===== src/rtl/lif_neuron_multi_if.sv =====
// Pin bundle between the tt_um pin mapping and the multi-channel LIF core.
// The master side drives stimulus and serial parameter load; the slave side is the neuron.
interface lif_neuron_multi_if #(
    parameter int N_CH = 4,
    parameter int IN_W = 3,
    parameter int VW   = 8
);
    logic                 ena;
    logic [N_CH*IN_W-1:0] chan_in;
    logic [1:0]           mode;
    logic                 load_mode;
    logic                 serial_data;
    logic [VW-1:0]        v_mem;
    logic                 spike;
    logic                 params_ready;
    logic                 saturation;
    logic                 activity;
    logic                 refractory;
    logic [7:0]           spike_count;

    modport master (
        output ena, chan_in, mode, load_mode, serial_data,
        input  v_mem, spike, params_ready, saturation, activity, refractory, spike_count
    );

    modport slave (
        input  ena, chan_in, mode, load_mode, serial_data,
        output v_mem, spike, params_ready, saturation, activity, refractory, spike_count
    );
endinterface


===== src/rtl/lif_neuron_multi.sv =====
// N-channel leaky integrate-and-fire neuron with serially loaded threshold,
// leak shift and refractory period, burst-mode reset and a saturating spike counter.
module lif_neuron_multi #(
    parameter int N_CH       = 4,
    parameter int IN_W       = 3,
    parameter int VW         = 8,
    parameter int RW         = 4,
    parameter int DEF_THRESH = 128,
    parameter int DEF_LEAK   = 3,
    parameter int DEF_REFR   = 4
) (
    input  logic clk,
    input  logic rst_n,
    lif_neuron_multi_if.slave bus
);
    localparam int PW = VW + 3 + RW;
    localparam int CW = $clog2(PW + 1);
    localparam int SW = IN_W + 4;
    localparam int NW = VW + SW;
    localparam logic [VW-1:0] MAXV = '1;

    logic [VW-1:0] r_v;
    logic          r_spike;
    logic          r_sat;
    logic          r_activity;
    logic          r_refractory;
    logic [7:0]    r_spike_count;
    logic [RW-1:0] r_refr_cnt;
    logic [VW-1:0] r_thresh;
    logic [2:0]    r_leak;
    logic [RW-1:0] r_refr;
    logic          r_params_ready;
    logic [PW-1:0] r_shadow;
    logic [CW-1:0] r_load_cnt;
    logic          r_load_prev;

    logic [IN_W-1:0] w_chan [N_CH];
    logic [SW-1:0]   w_sum;
    logic [SW-1:0]   w_stim;
    logic [VW-1:0]   w_leak_amt;
    logic [NW-1:0]   w_n;
    logic            w_sat;
    logic [VW-1:0]   w_clip;
    logic            w_fire;
    logic            w_burst;
    logic [VW-1:0]   w_v_next;
    logic [RW-1:0]   w_refr_next;
    logic            w_spike_next;
    logic            w_sat_next;
    logic [7:0]      w_count_next;

    genvar gi;
    generate
        for (gi = 0; gi < N_CH; gi++) begin : g_chan
            assign w_chan[gi] = bus.chan_in[gi*IN_W +: IN_W];
        end
    endgenerate

    always_comb begin
        w_sum = '0;
        for (int k = 0; k < N_CH; k++) begin
            w_sum = w_sum + SW'(w_chan[k]);
        end
    end

    always_comb begin
        w_stim = w_sum;
        case (bus.mode)
            2'b01:   w_stim = w_sum << 1;
            2'b10:   w_stim = w_sum >> 1;
            default: w_stim = w_sum;
        endcase
    end

    assign w_burst    = (bus.mode == 2'b11);
    assign w_leak_amt = (r_leak == 3'd0) ? '0 : (r_v >> r_leak);
    // v - L never underflows, so full-width add then clip is enough
    assign w_n    = NW'(r_v) - NW'(w_leak_amt) + NW'(w_stim);
    assign w_sat  = (w_n > NW'(MAXV));
    assign w_clip = w_sat ? MAXV : w_n[VW-1:0];
    assign w_fire = (w_clip >= r_thresh);

    always_comb begin
        w_v_next     = r_v;
        w_refr_next  = r_refr_cnt;
        w_spike_next = 1'b0;
        w_sat_next   = 1'b0;
        w_count_next = r_spike_count;
        if (r_refr_cnt != '0) begin
            w_refr_next = r_refr_cnt - RW'(1);
        end else begin
            w_sat_next = w_sat;
            if (w_fire) begin
                w_spike_next = 1'b1;
                w_v_next     = w_burst ? (r_thresh >> 1) : '0;
                w_refr_next  = w_burst ? '0 : r_refr;
                if (r_spike_count != 8'hFF) begin
                    w_count_next = r_spike_count + 8'd1;
                end
            end else begin
                w_v_next = w_clip;
            end
        end
    end

    always_ff @(posedge clk) begin
        if (!rst_n) begin
            r_v            <= '0;
            r_spike        <= 1'b0;
            r_sat          <= 1'b0;
            r_activity     <= 1'b0;
            r_refractory   <= 1'b0;
            r_spike_count  <= '0;
            r_refr_cnt     <= '0;
            r_thresh       <= VW'(DEF_THRESH);
            r_leak         <= 3'(DEF_LEAK);
            r_refr         <= RW'(DEF_REFR);
            r_params_ready <= 1'b0;
            r_shadow       <= '0;
            r_load_cnt     <= '0;
            r_load_prev    <= 1'b0;
        end else if (bus.ena) begin
            r_v           <= w_v_next;
            r_spike       <= w_spike_next;
            r_sat         <= w_sat_next;
            r_activity    <= (w_v_next != '0);
            r_refractory  <= (w_refr_next != '0);
            r_spike_count <= w_count_next;
            r_refr_cnt    <= w_refr_next;
            r_load_prev   <= bus.load_mode;

            if (bus.load_mode) begin
                if (!r_load_prev) begin
                    r_params_ready <= 1'b0;
                end
                r_shadow <= {r_shadow[PW-2:0], bus.serial_data};
                if (r_load_cnt != CW'(PW)) begin
                    r_load_cnt <= r_load_cnt + CW'(1);
                end
            end else if (r_load_prev) begin
                // short frames are dropped; the previous active set stays in force
                if (r_load_cnt == CW'(PW)) begin
                    r_thresh       <= r_shadow[PW-1 -: VW];
                    r_leak         <= r_shadow[RW+2 -: 3];
                    r_refr         <= r_shadow[RW-1:0];
                    r_params_ready <= 1'b1;
                end
                r_load_cnt <= '0;
            end
        end
    end

    assign bus.v_mem        = r_v;
    assign bus.spike        = r_spike;
    assign bus.saturation   = r_sat;
    assign bus.activity     = r_activity;
    assign bus.refractory   = r_refractory;
    assign bus.spike_count  = r_spike_count;
    assign bus.params_ready = r_params_ready;
endmodule


===== src/flat_wrapper.sv =====
// flat-port wrapper written by rule: the top's interface ports become plain ports
module lif_neuron_multi_flat 
#(
    parameter int N_CH       = 4,
    parameter int IN_W       = 3,
    parameter int VW         = 8,
    parameter int RW         = 4,
    parameter int DEF_THRESH = 128,
    parameter int DEF_LEAK   = 3,
    parameter int DEF_REFR   = 4
)
  (clk, rst_n, bus_ena, bus_chan_in, bus_mode, bus_load_mode, bus_serial_data, bus_v_mem, bus_spike, bus_params_ready, bus_saturation, bus_activity, bus_refractory, bus_spike_count);
  lif_neuron_multi_if #(.N_CH(N_CH), .IN_W(IN_W), .VW(VW)) bus_i ();
  input  logic clk;
  input  logic rst_n;
  input wire logic [$bits(bus_i.ena)-1:0] bus_ena;
  input wire logic [$bits(bus_i.chan_in)-1:0] bus_chan_in;
  input wire logic [$bits(bus_i.mode)-1:0] bus_mode;
  input wire logic [$bits(bus_i.load_mode)-1:0] bus_load_mode;
  input wire logic [$bits(bus_i.serial_data)-1:0] bus_serial_data;
  output wire logic [$bits(bus_i.v_mem)-1:0] bus_v_mem;
  output wire logic [$bits(bus_i.spike)-1:0] bus_spike;
  output wire logic [$bits(bus_i.params_ready)-1:0] bus_params_ready;
  output wire logic [$bits(bus_i.saturation)-1:0] bus_saturation;
  output wire logic [$bits(bus_i.activity)-1:0] bus_activity;
  output wire logic [$bits(bus_i.refractory)-1:0] bus_refractory;
  output wire logic [$bits(bus_i.spike_count)-1:0] bus_spike_count;
  assign bus_i.ena = bus_ena;
  assign bus_i.chan_in = bus_chan_in;
  assign bus_i.mode = bus_mode;
  assign bus_i.load_mode = bus_load_mode;
  assign bus_i.serial_data = bus_serial_data;
  assign bus_v_mem = bus_i.v_mem;
  assign bus_spike = bus_i.spike;
  assign bus_params_ready = bus_i.params_ready;
  assign bus_saturation = bus_i.saturation;
  assign bus_activity = bus_i.activity;
  assign bus_refractory = bus_i.refractory;
  assign bus_spike_count = bus_i.spike_count;
  lif_neuron_multi #(.N_CH(N_CH), .IN_W(IN_W), .VW(VW), .RW(RW), .DEF_THRESH(DEF_THRESH), .DEF_LEAK(DEF_LEAK), .DEF_REFR(DEF_REFR)) u_core (.clk(clk), .rst_n(rst_n), .bus(bus_i));
endmodule

===== config.mk =====
export PLATFORM = sky130hd
export DESIGN_NAME = lif_neuron_multi_flat
export DESIGN_NICKNAME = d
export VERILOG_FILES = /design/src/rtl/lif_neuron_multi_if.sv /design/src/rtl/lif_neuron_multi.sv /design/src/flat_wrapper.sv
export SDC_FILE = /design/constraint.sdc
export NUM_CORES = 1
export LEC_CHECK = 0
export CELL_PAD_IN_SITES_DETAIL_PLACEMENT = 1
export CELL_PAD_IN_SITES_GLOBAL_PLACEMENT = 1
export CORE_ASPECT_RATIO = 0.7
export CORE_UTILIZATION = 39
export DETAILED_ROUTE_END_ITERATION = 6
export MAX_ROUTING_LAYER = met4
export PLACE_DENSITY_LB_ADDON = 0.1
export SETUP_SLACK_MARGIN = 0.2
export SLEW_MARGIN = 10
export SYNTH_ARGS = -nofsm -noshare
export SYNTH_HDL_FRONTEND = slang
export SYNTH_SLANG_ARGS = --single-unit

===== constraint.sdc =====
create_clock -name clk -period 8.04 [get_ports clk]
set_input_delay 2.01 -clock clk [delete_from_list [all_inputs] [get_ports clk]]
set_output_delay 2.01 -clock clk [all_outputs]
set_load 0.005 [all_outputs]

==> run summary, run 1 <==
DRT
--------------------------------------------------------------------------------------
Remaining routing DRC violations ........................................            0
Total detailed-routing wirelength .......................................     12330 um
Avg WL per Cell .........................................................     16.93 um
Number of detailed-routing iterations run before antenna repair .........            5
Routed Antenna Nets .....................................................            0
DR iter-0 viols .........................................................          171
Detail-routed via count per cell ........................................        5.360
Total number of vias ....................................................         3902

STA
--------------------------------------------------------------------------------------
Max-slew violation total from the final report ..........................            0
Max Freq ................................................................    132.7 MHz
Hold violation total from the final report ..............................            0
Normalized max-slew margin ..............................................       0.2767
Fin Hold WS .............................................................     473.7 ps
Transition at the pin with the smallest max-transition slack ............      1081 ps
Post-route clock period utilization .....................................       0.9375
Number of setup violations in the final report ..........................            0
Unrepaired setup endpoints after global routing .........................           no
Setup slack after layout ................................................     502.2 ps
Worst setup skew after layout ...........................................     4.764 ps
Final Critical Period ...................................................      7538 ps

GRT
--------------------------------------------------------------------------------------
Antenna violations before repair ........................................            0
Aggregate global-route resource usage ...................................       0.2231
Vias in the first global route ..........................................         3819
Wire length of the first global-routing pass ............................     19120 um
Largest net degree at the start of global routing .......................           60
GRT Residual Overflow ...................................................            0

PLACEMENT
--------------------------------------------------------------------------------------
Pre-CTS setup slack .....................................................    -305.9 ps
Final HPWL from detailed placement ......................................      8785 um
Cell count after placement ..............................................          704
Instance area at placement ..............................................    4936 um^2
Final weighted congestion in routability-driven placement ...............       0.8134
Port buffer count .......................................................           39

CLOCK NETWORK
--------------------------------------------------------------------------------------
Hold-fix buffers at CTS .................................................            0
Clock slew at the register clock pins of the worst setup and hold paths .        50 ps
Clock network latency to the later pin of the worst-skew pair ...........       330 ps
Maximum level of the CTS H-tree .........................................            3
Root Buffer .............................................................    clkbuf_16
CTS Buf Count ...........................................................            9
Maximum buffer depth of the clock tree ..................................            2
TritonCTS clock tree ....................................................         done
Clock Sink Count ........................................................           60

SYNTH
--------------------------------------------------------------------------------------
Most area-consuming cells after synthesis ............................... dfxtp_1 (28%), ha_1 (10%), nand2_1 (8.2%)
Commonest register cell after synthesis .................................      dfxtp_1
Top-area cell type share of the netlist area ............................       0.2815
Mean cell area of the mapped netlist ....................................   8.035 um^2
EDFF count, synth .......................................................            0
Synth cell types ........................................................           60
Number of instances in the synthesized netlist ..........................          531
Cell with the most instances after synthesis ............................      nand2_1
Yosys synthesis warning count ...........................................            0
List of most frequent post-synthesis cells .............................. nand2_1 (93), dfxtp_1 (60), ha_1 (35)
Net count after synthesis ...............................................          592
Share of flip-flops with an asynchronous set or reset ...................            0
Sequential fraction of the synthesis area ...............................       0.2815
Cell area after synthesis ...............................................    4267 um^2
Cell type with the largest total area after synthesis ...................      dfxtp_1
Flip-flop and latch count after synthesis ...............................           60

CRITICAL PATH
--------------------------------------------------------------------------------------
Critical path required time .............................................      8260 ps
Worst Setup Path Type ................................................... input port to flip-flop
Standard cell with the maximum stage delay on the critical path .........         fa_2
Crit path largest cell delay ............................................       550 ps
Critical Path End Type ..................................................    flip-flop
Endpoint arrival time on the critical path ..............................      7760 ps
Type of element launching the critical path .............................   input port
Largest fanout of any net on the critical path ..........................            7

POWER AND IR DROP
--------------------------------------------------------------------------------------
Net switching power .....................................................    0.6551 mW
Switching part of the total .............................................       0.3762
Internal power consumption ..............................................     1.086 mW
Combinational power share ...............................................        0.565
Fraction of power consumed by sequential logic ..........................        0.197
Power Dens Cells ........................................................ 315.3 nW/um^2
Leakage power ...........................................................     2.230 nW
Clock power share .......................................................        0.237
IR Drop Worst-Case VDD ..................................................     134.7 uV

DIE
--------------------------------------------------------------------------------------
Die Footprint ...........................................................   11370 um^2
Core Box Area ...........................................................   10470 um^2
Height of the die .......................................................     89.51 um
Die boundary width ......................................................     127.0 um
Number of I/O pins ......................................................           40
Initial Utilization .....................................................       0.4074
Num rows ................................................................           31

FINAL LAYOUT
--------------------------------------------------------------------------------------
Final Net Count .........................................................          652
Fin cells ...............................................................          728
Area overhead of the layout relative to synthesis .......................       29.47%
Fraction of final layout cells sized beyond drive strength 1 ............       0.1795
Design area .............................................................    5524 um^2
Fillcell total ..........................................................         1241
Number of antenna diodes ................................................            0
Final core utilization ..................................................       0.5275

RUN
--------------------------------------------------------------------------------------
Number of max-cap violations ............................................            0

WORST HOLD PATH
--------------------------------------------------------------------------------------
Type of the tightest min-delay check .................................... flip-flop to flip-flop

RUN STATUS
--------------------------------------------------------------------------------------
Outcome ................................................................. finished clean

[worst paths after layout]
check / startpoint / endpoint / slack [ps] / cells past startpoint
setup / recovery: bus_chan_in[3] / u_core.bus.spike_count[3]$_SDFFE_PN0P_ / 500 / 30
hold / removal: u_core.r_shadow[14]$_SDFFE_PN0P_ / u_core.r_shadow[14]$_SDFFE_PN0P_ / 470 / 2
setup reg to reg: u_core.r_leak[1]$_SDFFE_PN1P_ / u_core.bus.spike_count[3]$_SDFFE_PN0P_ / 1950 / 31
hold reg to reg: u_core.r_shadow[14]$_SDFFE_PN0P_ / u_core.r_shadow[14]$_SDFFE_PN0P_ / 470 / 2
[metrics by stage]
stage | total power, mW | setup TNS, ps
2_1_floorplan | 0.8625 | 0
3_3_place_gp | 1.138 | -1355
3_5_place_dp | 1.166 | -3670
4_1_cts | 1.604 | 0
5_1_grt | 1.850 | 0
6_report | 1.742 | 0
[layer usage]
metal  up-vias  track usage  part of all wire
li1       1951            -                 -
met4         0      0.05087             0.011
met3        14      0.04369             0.028
met2        50       0.3566              0.45
met5         -            -                 0
met1      1887       0.2928              0.51
[critical path, delay by kind of cell]
family                   cells  cell delay (ps)
AO/OA/AOI/OAI                8             1440
XOR/XNOR                     2              290
adder cells (fa/ha/maj)      7             2320
buffers and inverters        7             1000
multiplexers                 1              170
AND/OR/NAND/NOR              5              510
[state kept, by name (all words and copies together), names as in the netlist, 3 cells and up]
| register | cells |
|---|---|
| u_core.r_shadow | 15 |
| u_core.bus.spike_count | 8 |
| u_core.bus.v_mem | 8 |
| u_core.r_thresh | 8 |
| u_core.r_load_cnt | 4 |
| u_core.r_refr | 4 |
| u_core.r_refr_cnt | 4 |
| u_core.r_leak | 3 |
[cell families after synthesis]
kind of cell               count (synthesis)  share of synthesized area
and+or+nand+nor                          205                     0.2328
buffers and inverters                     52                    0.04633
muxes                                     13                    0.03372
xor gates and xnor gates                  22                    0.04516
other                                      1                  0.0008789
adders and majority gates                 42                     0.1355
AOI/OAI and AO/OA                        136                     0.2241
DFF                                       60                     0.2815
[final cells by class]
type                    instances  area [um^2]  share of cell area
multi-input cells             419         3053              0.5527
flip-flops and latches         60         1201              0.2174
repair buffers                 76        693.2              0.1255
clock buffers                  11        242.7             0.04394
well taps                     132        165.2             0.02990
inverters                      25        93.84             0.01699
clock inverters                 5        75.07             0.01359
[timing repair]
| item | 4_1_cts | 5_1_grt |
|---|---|---|
| setup buffers | 0 | 8 |
| setup endpoints to repair | 19 | 20 |
| pin swaps | 1 | 33 |
| resized for setup | 5 | 50 |
[cell usage in the layout (no fill, tap or decap), types with 5 or more instances in the layout]
cell type and instances:
o211ai_1 6, ha_1 30, mux2i_1 11, nor2_1 24, a21oi_2 6, nor2b_1 15
nand2_1 93, clkbuf_16 9, nand3_1 9, nand2b_1 8, and2_1 9, and3_1 5
dfxtp_1 60, xor2_1 7, a21oi_1 18, xnor2_1 13, or2_2 6, a21boi_0 29
a21o_1 12, buf_4 33, o21ai_0 16, inv_1 24, clkdlybuf4s50_1 35
[power groups by stage]
stage	logic, mW	clock network [mW]	registers [mW]
4_1_cts	0.837	0.423	0.344
3_3_place_gp	0.789	0	0.350
3_5_place_dp	0.816	0	0.350
2_1_floorplan	0.520	0	0.342
5_1_grt	1.07	0.433	0.347
6_report	0.985	0.413	0.344
No activity file was read; power rests on OpenSTA's default activity.
==> run 2, diff against run 1 <==
CORE_UTILIZATION = 44   (was 39)
clock period = 8 ns   (was 8.04 ns; I/O delays follow)
==> run 2 against run 1 <==
Effect of this change:
- clock power decreased by 9.9%
- largest power group unchanged
- die area down 11%
- routed wire length about the same
- highest routed layer unchanged
- count of clock-buffer cells in the layout is 1 lower
- critical path depth fell by 1
- global-route usage up 2.9 points
- core utilization increased by 6.0 points
- worst hold slack lost 3.1 ps
- sequential share of layout area rose by 0.34 points
- critical endpoint is now u_core.bus.refractory$_SDFFE_PN0P_
- largest cell class unchanged
- power down 1.1%
- clock skew up 1.4 ps
- non-clock buffer count fell by 4
==> run summary, run 2 (synthesized netlist as in run 1, its figures left out) <==
DRT
--------------------------------------------------------------------------------------
Avg WL per Cell .........................................................     17.18 um   was 16.93 um
Number of detailed-routing iterations run before antenna repair .........            4   was 5
Remaining routing DRC violations ........................................            0   unchanged
DR iter-0 viols .........................................................          278   was 171
Total detailed-routing wirelength .......................................     12320 um   was 12330 um
Total number of vias ....................................................         4003   was 3902
Detail-routed via count per cell ........................................        5.583   was 5.360
Routed Antenna Nets .....................................................            0   unchanged

GRT
--------------------------------------------------------------------------------------
Antenna violations before repair ........................................            0   unchanged
Wire length of the first global-routing pass ............................     19880 um   was 19120 um
Vias in the first global route ..........................................         3997   was 3819
Aggregate global-route resource usage ...................................       0.2519   was 0.2231
Largest net degree at the start of global routing .......................           60   unchanged
GRT Residual Overflow ...................................................            0   unchanged

FINAL LAYOUT
--------------------------------------------------------------------------------------
Largest reg by FF count ................................................. u_core.r_shadow   unchanged
Area overhead of the layout relative to synthesis .......................       27.48%   was 29.47%
Final Net Count .........................................................          649   was 652
Number of antenna diodes ................................................            0   unchanged
Number of flip-flops in the largest register ............................           15   unchanged
Most used cells in the layout excluding fill and tap cells .............. nand2_1 (93), dfxtp_1 (60), clkdlybuf4s50_1 (35)   unchanged
Design area .............................................................    5439 um^2   was 5524 um^2
Most common cell after layout, fill and taps aside ......................      nand2_1   unchanged
Fraction of final layout cells sized beyond drive strength 1 ............       0.1602   was 0.1795

DIE
--------------------------------------------------------------------------------------
Number of I/O pins ......................................................           40   unchanged
Initial Utilization .....................................................       0.4611   was 0.4074
Num rows ................................................................           29   was 31
Core Box Area ...........................................................    9253 um^2   was 10470 um^2
Die Footprint ...........................................................   10100 um^2   was 11370 um^2
Die boundary width ......................................................     119.7 um   was 127.0 um
Height of the die .......................................................     84.39 um   was 89.51 um

POWER AND IR DROP
--------------------------------------------------------------------------------------
Power Dens Cells ........................................................ 316.8 nW/um^2   was 315.3 nW/um^2
Total Power Consumption .................................................     1.723 mW   was 1.742 mW
IR Drop Worst-Case VDD ..................................................     155.6 uV   was 134.7 uV
Leakage power ...........................................................     2.210 nW   was 2.230 nW

RUN
--------------------------------------------------------------------------------------
Number of max-cap violations ............................................            0   unchanged

CRITICAL PATH
--------------------------------------------------------------------------------------
Worst Setup Path Type ................................................... input port to flip-flop   unchanged
Internal reg-to-reg setup slack .........................................      1940 ps   was 1950 ps
End point of the critical path .......................................... u_core.bus.refractory$_SDFFE_PN0P_   was u_core.bus.spike_count[3]$_SDFFE_PN0P_
Critical path required time .............................................      8190 ps   was 8260 ps
Type of element launching the critical path .............................   input port   unchanged
Standard cell with the maximum stage delay on the critical path .........         fa_1   was fa_2
Cells on worst reg2reg path .............................................           30   was 31
Count of buffering cells on the critical path with inverters included ...            4   was 7
Crit path largest cell delay ............................................       530 ps   was 550 ps
Family with the most delay on the worst path ............................  adder cells   unchanged
CP Depth ................................................................           29   was 30
Critical Path End Type ..................................................    flip-flop   unchanged
End of the worst register-to-register path .............................. u_core.bus.refractory$_SDFFE_PN0P_   was u_core.bus.spike_count[3]$_SDFFE_PN0P_
Critical Path Source .................................................... bus_chan_in[3]   unchanged
Largest fanout of any net on the critical path ..........................            6   was 7
Reg2Reg Launch Point .................................................... u_core.r_leak[1]$_SDFFE_PN1P_   unchanged
Endpoint arrival time on the critical path ..............................      7790 ps   was 7760 ps

STA
--------------------------------------------------------------------------------------
Transition at the pin with the smallest max-transition slack ............      1002 ps   was 1081 ps
Hold violation total from the final report ..............................            0   unchanged
Post-route clock period utilization .....................................       0.9494
Unrepaired setup endpoints after global routing .........................           no   unchanged
Normalized max-slew margin ..............................................       0.3296   was 0.2767
Final Critical Period ...................................................      7595 ps
Worst setup skew after layout ...........................................     6.116 ps   was 4.764 ps
Max Freq ................................................................    131.7 MHz
Max-slew violation total from the final report ..........................            0   unchanged
Number of setup violations in the final report ..........................            0   unchanged

PLACEMENT
--------------------------------------------------------------------------------------
Port buffer count .......................................................           39   unchanged
Final weighted congestion in routability-driven placement ...............       0.8361   was 0.8134
Final HPWL from detailed placement ......................................      8731 um   was 8785 um
Instance area at placement ..............................................    4908 um^2   was 4936 um^2

CLOCK NETWORK
--------------------------------------------------------------------------------------
Root Buffer .............................................................    clkbuf_16   unchanged
Maximum buffer depth of the clock tree ..................................            2   unchanged
Clock Sink Count ........................................................           60   unchanged
Clock slew at the register clock pins of the worst setup and hold paths .        50 ps   about the same
TritonCTS clock tree ....................................................         done   unchanged
Maximum level of the CTS H-tree .........................................            3   unchanged
Clock network latency to the later pin of the worst-skew pair ...........       330 ps   about the same
CTS Buf Count ...........................................................            9   unchanged

RUN STATUS
--------------------------------------------------------------------------------------
Outcome ................................................................. finished clean   unchanged

WORST HOLD PATH
--------------------------------------------------------------------------------------
Type of the tightest min-delay check .................................... flip-flop to flip-flop   unchanged

## run 2: metrics by stage
stage / setup TNS [ps] / setup slack [ps] / hold WS [ps] / util / cells
2_1_floorplan: 0 / 226.8 / 439.1 / - / 531
3_3_place_gp: -782.4 / -122.8 / 455.2 / 0.5305 / 692
3_5_place_dp: -3818 / -330.9 / 469.1 / 0.5305 / 692
4_1_cts: 0 / 217.0 / 476.6 / 0.5651 / 709
5_1_grt: 0 / 154.6 / 499.3 / 0.5878 / 717
6_report: 0 / 405.2 / 470.6 / 0.5878 / 717
## run 2: cell type report
cell class                      count  area (um^2)
Clock inverter                      6        55.05
Clock buffer                       10        229.0
Timing Repair Buffer               72        685.7
Inverter                           25        93.84
Tap cell                          124        155.1
Multi-Input combinational cell    420         3019
Sequential cell                    60         1201
Fill cell                        1115         3814
## run 2: worst min-delay path: stages (launching register included)
cell,delay [ps]
dfxtp_1,310
nand2_1,50
a21boi_0,60
## run 2: worst min-delay path by stage
stage | startpoint | to | slack [ps] | depth (start not counted)
after global placement | u_core.r_shadow[14]$_SDFFE_PN0P_ | u_core.r_shadow[14]$_SDFFE_PN0P_ | 460 | 2
after detailed placement | u_core.r_shadow[14]$_SDFFE_PN0P_ | u_core.r_shadow[14]$_SDFFE_PN0P_ | 470 | 2
after floorplan | u_core.r_refr[1]$_SDFFE_PN0P_ | u_core.r_refr[1]$_SDFFE_PN0P_ | 440 | 2
after global routing | u_core.r_refr[3]$_SDFFE_PN0P_ | u_core.r_refr[3]$_SDFFE_PN0P_ | 500 | 2
after CTS | u_core.r_shadow[14]$_SDFFE_PN0P_ | u_core.r_shadow[14]$_SDFFE_PN0P_ | 480 | 2
final | u_core.r_shadow[14]$_SDFFE_PN0P_ | u_core.r_shadow[14]$_SDFFE_PN0P_ | 470 | 2
## run 2: what timing repair did
| action | CTS | global route |
|---|---|---|
| pin swaps | 4 | 28 |
| resized for setup | 8 | 34 |
| buffers inserted | 1 | 6 |
| endpoints found under the hold margin | 0 | 0 |
| hold buffers | 0 | 0 |
| gates cloned | 0 | 2 |
| setup endpoints to repair | 17 | 22 |
## run 2: power by group
group | switching [mW] | internal (mW) | total [mW]
Sequential | 0.0258 | 0.320 | 0.346
Clock | 0.134 | 0.238 | 0.372
Combinational | 0.505 | 0.500 | 1.00
## run 2: layer usage
metal / vias up / GRT usage / share of wire
met5: - / - / 0
met4: 0 / 0.04773 / 0.0084
met3: 11 / 0.04688 / 0.045
met2: 100 / 0.4020 / 0.47
met1: 1937 / 0.3335 / 0.48
li1: 1955 / - / -
==> run 3, diff against run 2 <==
CORE_UTILIZATION = 47   (was 44)
clock period = 9.08 ns   (was 8 ns; I/O delays follow)
==> run 3 against run 2 <==
Effect of this change:
- clock power fell by 9.9%
- sequential share of layout area rose by 1.6 points
- combinational power fell by 33%
- highest routed layer unchanged
- die area fell by 6.3%
- power fell by 24%
- sequential power fell by 12%
- non-clock buffer count fell by 26
- register-to-register slack improved by 1000 ps
- first-iteration DRC count fell by 32%
- routed wire length fell by 2.2%
- cell count fell by 4.5%
- count of clock-buffer cells in the layout rose by 3
==> run summary, run 3 (synthesized netlist as in run 1, its figures left out) <==
RUN STATUS
--------------------------------------------------------------------------------------
Outcome ................................................................. finished clean   unchanged

DIE
--------------------------------------------------------------------------------------
Number of I/O pins ......................................................           40   unchanged
Die boundary width ......................................................     115.9 um   was 119.7 um
Die Footprint ...........................................................    9469 um^2   was 10100 um^2
Initial Utilization .....................................................       0.4951   was 0.4611
Height of the die .......................................................     81.72 um   was 84.39 um
Core Box Area ...........................................................    8618 um^2   was 9253 um^2
Num rows ................................................................           28   was 29

CLOCK NETWORK
--------------------------------------------------------------------------------------
Clock Sink Count ........................................................           60   unchanged
Maximum level of the CTS H-tree .........................................            3   unchanged
TritonCTS clock tree ....................................................         done   unchanged
Clock slew at the register clock pins of the worst setup and hold paths .        50 ps   about the same
Clock network latency to the later pin of the worst-skew pair ...........       330 ps   about the same
Root Buffer .............................................................    clkbuf_16   unchanged
CTS Buf Count ...........................................................            9   unchanged
Maximum buffer depth of the clock tree ..................................            2   unchanged

DRT
--------------------------------------------------------------------------------------
Remaining routing DRC violations ........................................            0   unchanged
Total number of vias ....................................................         3869   was 4003
WL met3 .................................................................       553 um   was 551 um
Metal-1 WL ..............................................................      5775 um   was 5897 um
Met2 wirelength from detailed routing ...................................      5626 um   was 5766 um
Uppermost layer routed ..................................................         met4   unchanged
Detail-routed via count per cell ........................................        5.648   was 5.583
Avg WL per Cell .........................................................     17.59 um   was 17.18 um
Routed Antenna Nets .....................................................            0   unchanged
DR iter-0 viols .........................................................          190   was 278
Number of detailed-routing iterations run before antenna repair .........            4   unchanged
Total detailed-routing wirelength .......................................     12050 um   was 12320 um

STA
--------------------------------------------------------------------------------------
Final Critical Period ...................................................      8430 ps
Worst setup skew after layout ...........................................     6.989 ps   was 6.116 ps
Normalized max-slew margin ..............................................       0.3063   was 0.3296
Max-slew violation total from the final report ..........................            0   unchanged
Summed negative setup slack over all endpoints ..........................         0 ps   unchanged
Unrepaired setup endpoints after global routing .........................           no   unchanged
Post-route clock period utilization .....................................       0.9284
Number of setup violations in the final report ..........................            0   unchanged
Max Freq ................................................................    118.6 MHz
Fin Hold WS .............................................................     480.5 ps   was 470.6 ps
Transition at the pin with the smallest max-transition slack ............      1037 ps   was 1002 ps
Hold violation total from the final report ..............................            0   unchanged

FINAL LAYOUT
--------------------------------------------------------------------------------------
Number of flip-flops in the largest register ............................           15   unchanged
Most common cell after layout, fill and taps aside ......................      nand2_1   unchanged
Most used cells in the layout excluding fill and tap cells .............. nand2_1 (93), dfxtp_1 (60), clkdlybuf4s50_1 (39)   was nand2_1 (93), dfxtp_1 (60), clkdlybuf4s50_1 (35)
Number of antenna diodes ................................................            0   unchanged
Area overhead of the layout relative to synthesis .......................       18.97%   was 27.48%
Final Net Count .........................................................          622   was 649
Fillcell total ..........................................................         1053   was 1115
Fraction of final layout cells sized beyond drive strength 1 ............      0.07257   was 0.1602
Largest reg by FF count ................................................. u_core.r_shadow   unchanged
Design area .............................................................    5076 um^2   was 5439 um^2

GRT
--------------------------------------------------------------------------------------
Wire length of the first global-routing pass ............................     19660 um   was 19880 um
Aggregate global-route resource usage ...................................       0.2794   was 0.2519
Antenna violations before repair ........................................            0   unchanged
Largest net degree at the start of global routing .......................           60   unchanged
Vias in the first global route ..........................................         3952   was 3997
GRT Residual Overflow ...................................................            0   unchanged

PLACEMENT
--------------------------------------------------------------------------------------
Port buffer count .......................................................           39   unchanged
Final weighted congestion in routability-driven placement ...............       0.7943   was 0.8361
Final HPWL from detailed placement ......................................      8650 um   was 8731 um
Instance area at placement ..............................................    4733 um^2   was 4908 um^2

CRITICAL PATH
--------------------------------------------------------------------------------------
Critical Path End Type ..................................................    flip-flop   unchanged
Reg2Reg Launch Point .................................................... u_core.r_leak[1]$_SDFFE_PN1P_   unchanged
End of the worst register-to-register path .............................. u_core.bus.activity$_SDFFE_PN0P_   was u_core.bus.refractory$_SDFFE_PN0P_
Cells on worst reg2reg path .............................................           29   was 30
Critical path required time .............................................      9300 ps   was 8190 ps
Largest fanout of any net on the critical path ..........................           24   was 6
Worst Setup Path Type ................................................... input port to flip-flop   unchanged
Internal reg-to-reg setup slack .........................................      2980 ps   was 1940 ps
Type of element launching the critical path .............................   input port   unchanged
Endpoint arrival time on the critical path ..............................      8650 ps   was 7790 ps
Critical Path Source .................................................... bus_chan_in[0]   was bus_chan_in[3]

POWER AND IR DROP
--------------------------------------------------------------------------------------
Leakage power ...........................................................     2.007 nW   was 2.210 nW
Internal power consumption ..............................................    0.7944 mW   was 1.058 mW
Clock power share .......................................................        0.255   was 0.216
Fraction of power consumed by sequential logic ..........................        0.233   was 0.201
IR Drop Worst-Case VDD ..................................................     140.1 uV   was 155.6 uV
Net switching power .....................................................    0.5156 mW   was 0.6645 mW
Combinational power share ...............................................        0.512   was 0.583
Switching part of the total .............................................       0.3936   was 0.3857
Power Dens Cells ........................................................ 258.1 nW/um^2   was 316.8 nW/um^2

WORST HOLD PATH
--------------------------------------------------------------------------------------
Worst Hold Launch ....................................................... u_core.r_refr[2]$_SDFFE_PN1P_   was u_core.r_shadow[14]$_SDFFE_PN0P_
Hold path depth .........................................................            2   unchanged
Worst-case hold path end point .......................................... u_core.r_refr[2]$_SDFFE_PN1P_   was u_core.r_shadow[14]$_SDFFE_PN0P_
Type of the tightest min-delay check .................................... flip-flop to flip-flop   unchanged

RUN
--------------------------------------------------------------------------------------
Number of max-cap violations ............................................            0   unchanged

## run 3: critical path, stage by stage
cell	delay (ps)
clkdlybuf4s50_1	400
ha_1	230
fa_1	510
fa_1	430
ha_1	250
fa_1	430
xor2_2	210
a22oi_1	170
o21ai_0	130
ha_1	400
a211oi_2	300
o21bai_1	100
a21oi_1	240
nor2_1	90
nand2_2	100
mux2i_4	300
nor2_1	110
ha_1	280
nand2b_1	150
a21o_1	180
a21oi_1	140
o21ai_1	100
a31o_4	340
or2_2	310
o21ai_0	180
and4_1	210
a31oi_1	70
## run 3: power groups by stage
stage	clock [mW]	sequential [mW]	combinational (mW)
3_3_place_gp	0	0.309	0.591
4_1_cts	0.339	0.305	0.635
3_5_place_dp	0	0.309	0.625
2_1_floorplan	0	0.303	0.461
5_1_grt	0.349	0.308	0.742
6_report	0.335	0.305	0.670
## run 3: stage by stage
stage | power [mW] | util | setup WS, ps | instances
after floorplan | 0.7637 | - | 1037 | 531
after global placement | 0.8997 | 0.5492 | 362.2 | 667
after detailed placement | 0.9346 | 0.5492 | 55.97 | 667
after CTS | 1.278 | 0.5823 | 363.4 | 682
after global routing | 1.398 | 0.5890 | 153.1 | 685
final | 1.310 | 0.5890 | 649.9 | 685
## run 3: cell type report
cell class | instances | area (um^2) | share of cell area
Clock buffer | 13 | 250.2 | 0.04930
Clock inverter | 2 | 35.03 | 0.006902
Inverter | 25 | 93.84 | 0.01849
Multi-Input combinational cell | 419 | 2903 | 0.5719
Sequential cell | 60 | 1201 | 0.2366
Tap cell | 120 | 150.1 | 0.02958
Timing Repair Buffer | 46 | 442.9 | 0.08726
## run 3: worst max path at each step
| stage | slack, ps | cells after the start | to |
|---|---|---|---|
| after floorplan | 1040 | 26 | u_core.bus.activity$_SDFFE_PN0P_ |
| after global placement | 360 | 26 | u_core.bus.spike_count[5]$_SDFFE_PN0P_ |
| after detailed placement | 60 | 27 | u_core.bus.spike_count[6]$_SDFFE_PN0P_ |
| after CTS | 360 | 27 | u_core.bus.spike_count[6]$_SDFFE_PN0P_ |
| after global routing | 150 | 28 | u_core.bus.activity$_SDFFE_PN0P_ |
| final | 650 | 27 | u_core.bus.activity$_SDFFE_PN0P_ |
## run 3: per-layer routing
metal  up-vias  global-route usage
met5         -                   -
met4         0             0.06538
met3        13             0.06642
met2        76              0.4548
met1      1891              0.3520
li1       1889                   -
## run 3: what timing repair did
item                                    CTS  global route
resized for setup                         0             5
buffers inserted                          0             3
hold buffers                              0             0
endpoints found under the setup margin    0            20
